[src/rtl/slength_if.sv]
// Length-encoder bus: match length in, bit-reversed Huffman field and bit count out.
//   match_length_in     9  LZ77 match length (legal 3..258)
//   slength_data_out   13  packed code+extra bits, LSB first, upper bits zero
//   slength_valid_bits  4  number of valid bits in slength_data_out
interface slength_if;
    logic [8:0]  match_length_in;
    logic [12:0] slength_data_out;
    logic [3:0]  slength_valid_bits;

    modport master (
        output match_length_in,
        input  slength_data_out,
        input  slength_valid_bits
    );

    modport slave (
        input  match_length_in,
        output slength_data_out,
        output slength_valid_bits
    );
endinterface

[src/rtl/slength.sv]
// Static DEFLATE length encoder: match length -> fixed-Huffman length symbol
// plus extra bits, emitted bit-reversed (first-transmitted bit in bit 0).
//   clk    rising-edge clock
//   rst_n  asynchronous active-low reset, clears both outputs
//   bus    slength_if.slave: match_length_in in; slength_data_out,
//          slength_valid_bits out (registered, one cycle latency)
module slength (
    input  logic       clk,
    input  logic       rst_n,
    slength_if.slave   bus
);
    localparam int unsigned LEN_W  = 9;
    localparam int unsigned DATA_W = 13;
    localparam int unsigned CNT_W  = 4;
    localparam int unsigned NSYM   = 29;

    // Base length of symbols 257..285, index = symbol - 257.
    localparam logic [LEN_W-1:0] BASE [NSYM] = '{
        9'd3,   9'd4,   9'd5,   9'd6,   9'd7,   9'd8,   9'd9,   9'd10,
        9'd11,  9'd13,  9'd15,  9'd17,  9'd19,  9'd23,  9'd27,  9'd31,
        9'd35,  9'd43,  9'd51,  9'd59,  9'd67,  9'd83,  9'd99,  9'd115,
        9'd131, 9'd163, 9'd195, 9'd227, 9'd258
    };

    logic [LEN_W-1:0]  len_eff;
    logic [4:0]        idx;
    logic [2:0]        ebits;
    logic [4:0]        extra;
    logic [7:0]        code;
    logic [CNT_W-1:0]  cbits;
    logic [DATA_W-1:0] v_c;
    logic [DATA_W-1:0] rev_c;
    logic [DATA_W-1:0] data_c;
    logic [CNT_W-1:0]  n_c;

    // Symbol lookup: largest base not exceeding the (clamped) length.
    always_comb begin
        len_eff = (bus.match_length_in < LEN_W'(3)) ? LEN_W'(3) : bus.match_length_in;
        idx     = '0;
        for (int unsigned i = 0; i < NSYM; i++) begin
            if (len_eff >= BASE[i]) idx = 5'(i);
        end
        // Groups of four symbols share an extra-bit count from index 8 on; 285 has none.
        if (idx < 5'd8 || idx == 5'd28) ebits = 3'd0;
        else                            ebits = 3'((idx - 5'd4) >> 2);
        extra = 5'(len_eff - BASE[idx]);
        if (idx <= 5'd22) begin
            code  = 8'(idx) + 8'd1;
            cbits = CNT_W'(7);
        end else begin
            code  = 8'(idx) + 8'd169;
            cbits = CNT_W'(8);
        end
    end

    // Field assembly and bit reversal within n bits.
    always_comb begin
        if (bus.match_length_in > LEN_W'(258)) begin
            v_c = DATA_W'(1);
            n_c = CNT_W'(8);
        end else begin
            v_c = (DATA_W'(code) << ebits) | DATA_W'(extra);
            n_c = cbits + CNT_W'(ebits);
        end
        for (int unsigned j = 0; j < DATA_W; j++) begin
            rev_c[j] = v_c[DATA_W-1-j];
        end
        // Field sits in the top n bits after full reversal; slide it down to bit 0.
        data_c = rev_c >> (CNT_W'(DATA_W) - n_c);
    end

    // Output registers.
    always_ff @(posedge clk or negedge rst_n) begin
        if (!rst_n) begin
            bus.slength_data_out   <= '0;
            bus.slength_valid_bits <= '0;
        end else begin
            bus.slength_data_out   <= data_c;
            bus.slength_valid_bits <= n_c;
        end
    end
endmodule

[src/flat_wrapper.sv]
// flat-port wrapper written by rule: the top's interface ports become plain ports
module slength_flat 
  (clk, rst_n, bus_match_length_in, bus_slength_data_out, bus_slength_valid_bits);
  slength_if bus_i ();
  input  logic clk;
  input  logic rst_n;
  input wire logic [$bits(bus_i.match_length_in)-1:0] bus_match_length_in;
  output wire logic [$bits(bus_i.slength_data_out)-1:0] bus_slength_data_out;
  output wire logic [$bits(bus_i.slength_valid_bits)-1:0] bus_slength_valid_bits;
  assign bus_i.match_length_in = bus_match_length_in;
  assign bus_slength_data_out = bus_i.slength_data_out;
  assign bus_slength_valid_bits = bus_i.slength_valid_bits;
  slength u_core (.clk(clk), .rst_n(rst_n), .bus(bus_i));
endmodule
[config.mk]
export PLATFORM = sky130hd
export DESIGN_NAME = slength_flat
export DESIGN_NICKNAME = d
export VERILOG_FILES = /design/src/rtl/slength_if.sv /design/src/rtl/slength.sv /design/src/flat_wrapper.sv
export SDC_FILE = /design/constraint.sdc
export NUM_CORES = 1
export LEC_CHECK = 0
export ABC_CLOCK_PERIOD_IN_PS = 800
export CAP_MARGIN = 20
export CORE_MARGIN = 3
export CORE_UTILIZATION = 35
export CTS_BUF_LIST = sky130_fd_sc_hd__clkbuf_16
export CTS_CLUSTER_DIAMETER = 80
export DETAILED_ROUTE_END_ITERATION = 12
export MAX_ROUTING_LAYER = met4
export PLACE_DENSITY = 0.52
export SYNTH_ARGS = -nofsm -noshare
export SYNTH_HDL_FRONTEND = slang
export SYNTH_SLANG_ARGS = --single-unit
[constraint.sdc]
create_clock -name clk -period 0.8 [get_ports clk]
set_input_delay 0.16 -clock clk [delete_from_list [all_inputs] [get_ports clk]]
set_output_delay 0.16 -clock clk [all_outputs]
set_load 0.05 [all_outputs]
# Word-level counts from Yosys, hierarchy flattened
# Memory sizes are Yosys's and may differ from the RTL's.
# Cells that the tools add are included.
# totals
register_bits	17
latch_bits	0
mem_bits_rw	0
romBits	288
output_inout_bits	17
n_memories	1
# classes
add_sub_neg	6
multipliers	0
div_mod_pow	0
magnitude_cmp	33
eq_ne	1
shifts	2
n_mux	36
bitwise	2
n_reduce_logical	1
# mem_list
name	words	width	read_ports	rd_ports_with_merged_regs	wr	line	rtl
(no name shown)	32	9	1	0	0	slength.sv:46	extra = 5'(len_eff - BASE[idx]);
# ops
cell	n
$mux 5	29
$ge 9x4->1 const B	6
$ge 9x5->1 const B	5
$ge 9x3->1 const B	4
$ge 9x6->1 const B	4
$ge 9x7->1 const B	4
$ge 9x8->1 const B	4
$mux 13	1
$or 13x5->13	1
$shl 8x3->13	1
$shr 13x4->13	1
$ge 9x9->1 const B	1
$gt 9x9->1 const B	1
$lt 9x2->1 const B	1
$mux 9	1
$add 5x8->8 const B	1
$mux 4	2
$mux 8	1
$add 5x1->6 const B	1
$ge 6x6->1 const B	1
$not 5->6	1
$eq 5x5->1 const B	1
$le 5x5->1 const B	1
$lt 5x4->1 const B	1
7 further kinds	7

# Logic depth before layout (Yosys ltp)
# Gate-level depths: netlist of run 1.
# depth
word_depth	39
mapped_depth	24
ltp_nobuf	21

# Worst setup path after synthesis of run 1
# Ideal clock, no wire load.
# synth_path
path_type	input -> register
from	in bus_match_length_in[7]
to	reg u_core.bus.slength_data_out[3]
arrival_time_ns	4.765
required_ns	0.664
setup_slack_ns	-4.101
stages	22
cell_sequence	buf_6 or4_4 buf_6 a221oi_2 o32ai_1 o211ai_4 a21oi_2 inv_1 ha_1 nand2_1 a311o_1 ha_1 a21o_1 a21oi_1 xnor2_1 and4_1 mux2i_1 and4b_1 or3_1 and3_1 a211oi_1 o211ai_1
# synth_between
elab_chain_cells	39
elab_cells_between_ends	81
classes_between	6 x add/sub; 32 x order compare; 1 x eq/ne; 2 x shift; 36 x mux; 2 x bitwise; 1 x reduce/logical; 1 x memory
# synth_lines
item	line	rtl
start: declaration	flat_wrapper.sv:7	input wire logic [$bits(bus_i.match_length_in)-1:0] bus_match_length_in;
branches (longest 38 deep; another with $lt 9x2->1)	n/a	
$shr 13x4->13 (*)	slength.sv:69	data_c = rev_c >> (CNT_W'(DATA_W) - n_c);
named net u_core.data_c[3]	slength.sv:33	logic [DATA_W-1:0] data_c;
end signal: assignment	slength.sv:78	bus.slength_data_out <= data_c;
end: declaration	slength_if.sv:18	output slength_data_out,
# Mark *: on every way through the listed nets, which the timed path passes. The select of a mux whose other input is x is not followed.

# Final worst setup path of run 1
# layout_path
from	in bus_match_length_in[5]
to	reg u_core.bus.slength_data_out[4]
# The elaborated chain is that of the path after synthesis.

==> flow_summary.toml, run 1 <==
[outcome]
outcome = "finished with violations"
violations = "negative setup slack"

[drt]
routedWlPerCell_um = 17.3
drtPass1Iterations = 4
wirelength_um = 11900
route.detailed.drc = 0
vias_per_cell = 5.80
num_vias = 3967
drtIter0Drc = 230
ant_nets = 0

[worst_setup_path]
cp.arrival_ps = 4730
cp_common_cell = "buf_6"
critPathCaptureType = "flip-flop"
worstPathRequired_ps = 910
startpoint_type = "input pin"
cp_slowest_stage_delay_ps = 580
critPathKind = "in2reg"
cp_max_fo = 6
cpMaxStageDelayCell = "or4_4"

[layout]
antenna_cells = 0
nets = 610
drive_gt1_share_pct = 52.5
syn_to_final_growth_pct = 75.9

[sta]
fin_setup_tns_ps = -61050
max_clock_freq_mhz = 216
fin_crit_sh_pct = 577
drv_slew = 0
hold_viol = 0
tightest_slew_ps = 552
finalWorstSetupSlack_ps = -3820
setup_viol = 34
hold_slack_ps = 255
min_period_ps = 4620
slew_headroom_pct = 62.7
rsz0062_at_grt = "yes"

[synth]
async_flop_share_pct = 100
synthSimpleGateAreaFrac_pct = 23.9
synth_seq_area_share_pct = 13.7
synth_xor_area_share_pct = 3.10
yosys.area_share.adder_pct = 8.13
synth_top_family_by_area = "compound AO/OA/AOI/OAI gates"
syn_area_sq_um = 3110
synth_flop_cell = "dfrtp_1"
synthDistinctLibCells = 86
post_synth_mux_area_share_pct = 2.41
synth_compound_area_share_pct = 41.5
yosysWarnings = 0
postSynthAreaPerCell_sq_um = 7.74
synth_edf_count = 0
synth_fp_nets = 432
synth_seq_cells = 17
postSynthCellCount = 402

[floorplanning]
num_rows = 33
die_height_um = 100
die_x_um = 100
core_area_sq_um = 8420
io_pins = 28
initial_utilization_pct = 36.9
die_area_sq_um = 10100

[clock_network]
clkTransAtPathRegs_ps = 50
ctsHtreeMaxLevel = 1
numClockSinks = 17
cts_hold_buffers = 0
cts.path.max_buffers = 2
cts_tree = "built"
cts-root-buf = "clkbuf_16"
numCtsBuffers = 3

[global_route]
grt_start_max_net_pins = 20
grt_pass1_wl_um = 19700
grt_remaining_overflow = 0
grt_util_all_layers_pct = 24.5
grt_pass1_vias = 3798
grt_antenna_before_repair = 0

[placement]
dpl.hpwl_um = 9170
io_buffers = 27
place_congestion = 0.902
dp_slack_ps = -4340

[power]
p_leak_nw = 2.29
cellPowerDensity_nw_per_um2 = 1920
ir_drop_mv = 1.03

[min_path]
hold_path.class = "in2async"

[flow_run]
max_cap_viol_count = 0
layout make-up:
| class | count | area [sq um] |
|---|---|---|
| Clock buffer | 3 | 75.1 |
| Multi-Input combinational cell | 338 | 2930 |
| Sequential cell | 17 | 425 |
| Timing Repair Buffer | 202 | 1830 |
| Inverter | 18 | 76.3 |
| Clock inverter | 1 | 5.00 |
| Fill cell | 727 | 2950 |
| Tap cell | 105 | 131 |
cell families (layout without fill, tap and decap cells):
| logic type | Yosys count | after routing |
|---|---|---|
| adder cells (fa/ha/maj) | 19 | 19 |
| flip-flops | 17 | 17 |
| XOR/XNOR | 11 | 11 |
| AO/OA/AOI/OAI | 156 | 156 |
| multiplexers | 7 | 7 |
| buffers and inverters | 47 | 224 |
| AND/OR/NAND/NOR | 145 | 145 |
synth_stat cells (5+ instances only):
cell      instances  area share, %
a211oi_1         11            2.7
a21o_1            6            1.4
a21oi_1          26            4.2
a311oi_1          5            1.4
a31oi_1           9            1.8
and3_1            8            1.6
buf_2             9            1.4
buf_6             5            1.8
clkbuf_1         15            1.8
dfrtp_1          17             14
ha_1             17            6.8
inv_1            13            1.6
mux2i_1           5            1.6
nand2_1          35            4.2
nand3_1          15            2.4
nor2_1           38            4.6
nor2b_1           6            1.2
nor3_1            9            1.4
o211ai_1         10            2.4
o21ai_0          22            3.5
xnor2_1           8            2.3
metrics by stage:
step           instance area, sq um  utilization, %  total power [mW]  cells
2_1_floorplan                  3340               -              5.24    402
3_3_place_gp                   4900            58.1              8.67    657
3_5_place_dp                   4900            58.1              8.72    657
4_1_cts                        5320            63.2              10.2    682
5_1_grt                        5470            65.0              11.1    684
6_report                       5470            65.0              10.5    684
state kept, by name (all words and copies together), names as in the netlist:
signal and flops:
u_core.bus.slength_valid_bits 4, u_core.bus.slength_data_out 13
routing by layer:
metal	part of all wire [%]	up-vias	global-route usage, %	routed length (um)
met2	45	136	37.7	5300
met1	48	1893	36.7	5740
met3	5.9	14	1.25	703
met5	0	-	-	0
met4	0.94	0	2.38	112
li1	-	1924	-	-
worst max-delay path: cells and delay by family:
kind                       cells  cell delay, ps
AOI/OAI and AO/OA             10            1860
and+or+nand+nor                5            1340
buffers and inverters          6             740
adders and majority gates      2             380
xor gates and xnor gates       1             180
muxes                          1              60
where the power goes:
group / internal, mW / switching (mW)
logic: 3.95 / 4.20
clock network: 0.668 / 0.317
registers: 1.13 / 0.229
cell usage in the layout (no fill, tap or decap), types with 4 or more instances in the layout:
master      n
buf_4     155
inv_2       6
a21oi_1    20
dfrtp_1    17
nor3_1      9
a32oi_1     4
and3_1      5
nor2_4      4
buf_2       5
nand3_1    14
mux2i_1     5
ha_1        6
nand2_1    29
xnor2_1     6
nor2b_1     5
nor2_1     31
nor2_2      4
a21o_1      6
o21ai_2     5
a211oi_2    4
a31oi_1     9
a211oi_1    8
buf_6      18
o211ai_1   10
inv_1       9
nand2_4     5
o21ai_0    20
buf_12     20
a21oi_2     5
a311oi_1    4
ha_4       10
what timing repair did:
action                                  4_1_cts  5_1_grt
pin swaps                                    49       43
resized for setup                            76       29
buffers inserted                             23        8
endpoints found under the setup margin       34       34
endpoints found under the hold margin         0        0
path summary, 6_finish.rpt:
path                       cells past startpoint                                    endpoint                    from  slack [ps]
setup / recovery                              25    u_core.bus.slength_data_out[4]$_DFF_PN0_  bus_match_length_in[5]       -3820
hold / removal                                 2   u_core.bus.slength_data_out[12]$_DFF_PN0_                   rst_n         250
max in group asynchronous                      2    u_core.bus.slength_data_out[5]$_DFF_PN0_                   rst_n         420
min in group clk                               6  u_core.bus.slength_valid_bits[2]$_DFF_PN0_  bus_match_length_in[5]         610
Note: power is estimated with default switching activity, not from simulation.
==> run 2: changes to the inputs <==
--- a/config.mk
+++ b/config.mk
@@ -14,6 +14,7 @@
 export DETAILED_ROUTE_END_ITERATION = 12
 export MAX_ROUTING_LAYER = met4
 export PLACE_DENSITY = 0.52
+export RECOVER_POWER = 25
 export SYNTH_ARGS = -nofsm -noshare
 export SYNTH_HDL_FRONTEND = slang
 export SYNTH_SLANG_ARGS = --single-unit
==> run 2 against run 1 <==
Against the previous run: the flow still finishes with violations (negative setup slack); die area did not move; routed wire length is 0.27% lower; combinational power about the same; count of clock-buffer cells in the layout unchanged; worst setup slack lost 2.6 ps; utilization down 0.18 points; total power is 0.14% lower; global-route usage did not move; critical path depth stayed put; highest routed layer unchanged.
==> flow_summary.toml, run 2 (synthesized netlist as in run 1, its figures left out) <==
[sta]
min_period_ps = 4620
max_clock_freq_mhz = 216
tightest_slew_ps = 552
rsz0062_at_grt = "yes"
finalWorstSetupSlack_ps = -3820
setup_viol = 34
hold_slack_ps = 381
hold_viol = 0
fin_crit_sh_pct = 578
slew_headroom_pct = 62.7
drv_slew = 0

[global_route]
grt_remaining_overflow = 0
grt_pass1_vias = 3798
grt_pass1_wl_um = 19700
grt_start_max_net_pins = 20
grt_antenna_before_repair = 0
grt_util_all_layers_pct = 24.5

[drt]
drtPass1Iterations = 4
num_vias = 3962
route.detailed.drc = 0
ant_nets = 0
wirelength_um = 11800
routedWlPerCell_um = 17.3
vias_per_cell = 5.79
drtIter0Drc = 230

[layout]
seq_area_sq_um = 425
final_common_cell = "buf_4"
largest_reg_flops = 13
finalNonFillerCells = 684
n_fill_cell = 729
layout_common_cells = "buf_4, nor2_1, nand2_1"
drive_gt1_share_pct = 52.5
syn_to_final_growth_pct = 75.5
nets = 610
antenna_cells = 0
regMostFlops = "u_core.bus.slength_data_out"
finalInstanceArea_sq_um = 5460
top_regs = "u_core.bus.slength_data_out (13), u_core.bus.slength_valid_bits (4)"
multiInputGateArea_sq_um = 2930

[clock_network]
cts-root-buf = "clkbuf_16"
numClockSinks = 17
clkTransAtPathRegs_ps = 50
numCtsBuffers = 3
cts.path.max_buffers = 2
cts_tree = "built"
ctsHtreeMaxLevel = 1

[placement]
io_buffers = 27
place_congestion = 0.902
dp_cells = 657
dpl.hpwl_um = 9170
placed_area_sq_um = 4900
dp_slack_ps = -4340

[floorplanning]
die_area_sq_um = 10100
initial_utilization_pct = 36.9
die_height_um = 100
core_area_sq_um = 8420
io_pins = 28
die_x_um = 100
num_rows = 33

[worst_setup_path]
cp.arrival_ps = 4740
critPathCaptureType = "flip-flop"
cp_slowest_stage_delay_ps = 580
cp_common_cell = "buf_6"
cp_max_fo = 6
startpoint_type = "input pin"
cpMaxStageDelayCell = "or4_4"
worstPathRequired_ps = 910
critPathKind = "in2reg"

[flow_run]
max_cap_viol_count = 0

[min_path]
hold_path.class = "in2async"

[power]
ir_drop_mv = 1.03
p_leak_nw = 2.28
power_mw = 10.5
cellPowerDensity_nw_per_um2 = 1920

[outcome]
outcome = "finished with violations"
violations = "negative setup slack"
[run 2: per-layer routing]
layer | wire length [um] | track usage, %
met5 | 0 | -
met4 | 112 | 2.38
met3 | 699 | 1.25
met2 | 5270 | 37.7
met1 | 5740 | 36.7
[run 2: path summary, 6_finish.rpt]
path | from | slack, ps | depth (start not counted) | to
worst max-delay path | bus_match_length_in[5] | -3820 | 25 | u_core.bus.slength_data_out[4]$_DFF_PN0_
worst min-delay path | rst_n | 380 | 2 | u_core.bus.slength_data_out[12]$_DFF_PN0_
max in group asynchronous | rst_n | 130 | 2 | u_core.bus.slength_data_out[0]$_DFF_PN0_
min in group clk | bus_match_length_in[5] | 610 | 6 | u_core.bus.slength_valid_bits[2]$_DFF_PN0_
[run 2: worst max-delay path: cells and delay by family]
kind,cells,cell delay (ps)
AOI/OAI and AO/OA,10,1870
xor gates and xnor gates,1,180
adders and majority gates,2,380
buffers and inverters,6,740
muxes,1,60
and+or+nand+nor,5,1340
[run 2: cell type report]
| cell class | instances | area share [%] |
|---|---|---|
| inverters | 18 | 1.40 |
| clock inverters | 1 | 0.0917 |
| flip-flops and latches | 17 | 7.79 |
| well taps | 105 | 2.41 |
| multi-input cells | 338 | 53.7 |
| repair buffers | 202 | 33.2 |
| clock buffers | 3 | 1.38 |
[run 2: power by group]
| group | switching, mW | internal, mW |
|---|---|---|
| logic | 4.19 | 3.94 |
| clock network | 0.315 | 0.668 |
| registers | 0.229 | 1.13 |
[run 2: what timing repair did]
item	CTS	global route
pin swaps	49	43
gates resized for setup	76	29
buffers inserted	23	8
endpoints found under the setup margin	34	34
hold buffers	0	0
[run 2: stage by stage]
| step | utilization [%] | setup TNS, ps |
|---|---|---|
| after global placement | 58.1 | -67190 |
| after floorplan | - | -57880 |
| after global routing | 64.8 | -64230 |
| after CTS | 63.2 | -61170 |
| final | 64.8 | -61070 |
| after detailed placement | 58.1 | -68490 |
==> run 3: changes to the inputs <==
--- a/config.mk
+++ b/config.mk
@@ -5,7 +5,7 @@
 export SDC_FILE = /design/constraint.sdc
 export NUM_CORES = 1
 export LEC_CHECK = 0
-export ABC_CLOCK_PERIOD_IN_PS = 800
+export ABC_CLOCK_PERIOD_IN_PS = 3900
 export CAP_MARGIN = 20
 export CORE_MARGIN = 3
 export CORE_UTILIZATION = 35
@@ -13,7 +13,7 @@
 export CTS_CLUSTER_DIAMETER = 80
 export DETAILED_ROUTE_END_ITERATION = 12
 export MAX_ROUTING_LAYER = met4
-export PLACE_DENSITY = 0.52
+export PLACE_DENSITY = 0.54
 export RECOVER_POWER = 25
 export SYNTH_ARGS = -nofsm -noshare
 export SYNTH_HDL_FRONTEND = slang
==> constraint.sdc (replaced) <==
create_clock -name clk -period 3.9 [get_ports clk]
set_input_delay 0.78 -clock clk [delete_from_list [all_inputs] [get_ports clk]]
set_output_delay 0.78 -clock clk [all_outputs]
set_load 0.05 [all_outputs]
==> run 3 against run 2 <==
Against the previous run: worst hold slack better by 660 ps; first-iteration DRC count fell by 1.3%; critical path depth fell by 2; global-route usage decreased by 0.32 points; final cell count grew 1.8%; count of clock-buffer cells in the layout unchanged; critical path type unchanged; clock power fell by 80%; via count rose by 0.48%; worst setup slack improved by 2600 ps; combinational power shrank 81%; utilization fell by 1.9 points; the run still ends with negative setup slack left.
==> flow_summary.toml, run 3 (synthesized netlist as in run 1, its figures left out) <==
[outcome]
outcome = "finished with violations"
violations = "negative setup slack"

[layout]
nets = 622
finalNonFillerCells = 696
regMostFlops = "u_core.bus.slength_data_out"
layout_common_cells = "buf_4, nor2_1, nand2_1"
antenna_cells = 0
top_regs = "u_core.bus.slength_data_out (13), u_core.bus.slength_valid_bits (4)"
drive_gt1_share_pct = 49.9
largest_reg_flops = 13
syn_to_final_growth_pct = 70.4
final_common_cell = "buf_4"

[power]
p_seq_share_pct = 12.2
ir_drop_mv = 0.277
cellPowerDensity_nw_per_um2 = 379
switching_share_pct = 46.7
power_mw = 2.01
p_clk_share_pct = 9.8
power.switching_mw = 0.937
pwr-share-comb_pct = 78.0
power.internal_mw = 1.07
p_leak_nw = 2.24

[drt]
wl_met3_um = 541
route.detailed.drc = 0
routed.top_layer = "met4"
wl_met2_um = 5690
num_vias = 3981
routedWlPerCell_um = 17.2
drtPass1Iterations = 5
vias_per_cell = 5.72
ant_nets = 0
wl_met1_um = 5660
drtIter0Drc = 227
wirelength_um = 12000

[sta]
rsz0062_at_grt = "yes"
hold_slack_ps = 1040
slew_headroom_pct = 51.5
max_clock_freq_mhz = 196
finalWorstSetupSlack_ps = -1190
fin_setup_tns_ps = -15340
fin_crit_sh_pct = 131
min_period_ps = 5090
hold_viol = 0
drv_slew = 0
setup_viol = 16
tightest_slew_ps = 725

[worst_setup_path]
cpMaxStageDelayCell = "or4_4"
cp.buffers_inverters = 3
cp_slowest_stage_delay_ps = 560
crit_path_cell_trace = "buf_6 -> buf_6 -> or4_4 -> a2111o_1 -> nand4b_1 -> o211ai_4 -> a21oi_4 -> inv_2 -> ha_4 -> nor2_1 -> a211oi_1 -> a311o_1 -> ha_4 -> a21o_1 -> a21oi_2 -> xnor2_2 -> and4_1 -> mux2i_1 -> and4b_2 -> or3_4 -> or2_0 -> o211ai_1 -> o211ai_1"
critPathKind = "in2reg"
critPathTopFamily = "simple AND/OR/NAND/NOR gates"
critPathCaptureType = "flip-flop"
startpoint_type = "input pin"
cp_max_fo = 6
cp.arrival_ps = 5200
worstPathRequired_ps = 4000

[clock_network]
numClockSinks = 17
ctsHtreeMaxLevel = 1
cts-root-buf = "clkbuf_16"
clkTransAtPathRegs_ps = 50
cts.path.max_buffers = 2
cts_tree = "built"
numCtsBuffers = 3

[min_path]
hold_path.class = "in2async"

[floorplanning]
io_pins = 28
die_height_um = 100
core_area_sq_um = 8420
num_rows = 33
die_x_um = 100
initial_utilization_pct = 36.9
die_area_sq_um = 10100

[placement]
dp_cells = 669
place_congestion = 0.939
dp_slack_ps = -1930
dpl.hpwl_um = 9320
io_buffers = 27

[global_route]
grt_start_max_net_pins = 20
grt_antenna_before_repair = 0
grt_pass1_wl_um = 19500
grt_util_all_layers_pct = 24.2
grt_pass1_vias = 3879
grt_remaining_overflow = 0

[flow_run]
max_cap_viol_count = 0
## run 3: metal layers
| layer | GRT usage [%] | up-vias |
|---|---|---|
| li1 | - | 1933 |
| met1 | 33.1 | 1921 |
| met2 | 39.2 | 112 |
| met3 | 1.95 | 15 |
| met4 | 4.77 | 0 |
| met5 | - | - |
## run 3: final timing paths
| check | from | cells past startpoint | to |
|---|---|---|---|
| setup / recovery | bus_match_length_in[5] | 23 | u_core.bus.slength_data_out[2]$_DFF_PN0_ |
| hold / removal | rst_n | 1 | u_core.bus.slength_valid_bits[3]$_DFF_PN0_ |
| max in group asynchronous | rst_n | 1 | u_core.bus.slength_data_out[10]$_DFF_PN0_ |
| min in group clk | bus_match_length_in[5] | 7 | u_core.bus.slength_valid_bits[3]$_DFF_PN0_ |
## run 3: layout make-up
| cell class | count | area, sq um |
|---|---|---|
| multi-input combinational | 338 | 2870 |
| tap | 105 | 131 |
| inverter | 18 | 73.8 |
| timing repair buffer | 214 | 1720 |
| fill | 737 | 3120 |
| sequential | 17 | 425 |
| clock inverter | 1 | 3.75 |
| clock buffer | 3 | 75.1 |
## run 3: what timing repair did
item | CTS | global route
hold buffers | 0 | 0
buffers inserted | 17 | 9
endpoints found under the setup margin | 17 | 17
gates resized for setup | 73 | 28
pin swaps | 52 | 25
## run 3: stage by stage
stage	area [sq um]	utilization, %
2_1_floorplan	3320	-
3_5_place_dp	4780	56.8
6_report	5300	62.9
5_1_grt	5300	62.9
3_3_place_gp	4780	56.8
4_1_cts	5140	61.1
## run 3: power groups by stage
stage / Sequential [mW] / Combinational (mW) / Clock [mW]
CTS: 0.244 / 1.50 / 0.200
finish: 0.245 / 1.57 / 0.197
global route: 0.251 / 1.67 / 0.207
floorplan: 0.443 / 0.626 / 0
detailed placement: 0.247 / 1.39 / 0
global placement: 0.247 / 1.39 / 0
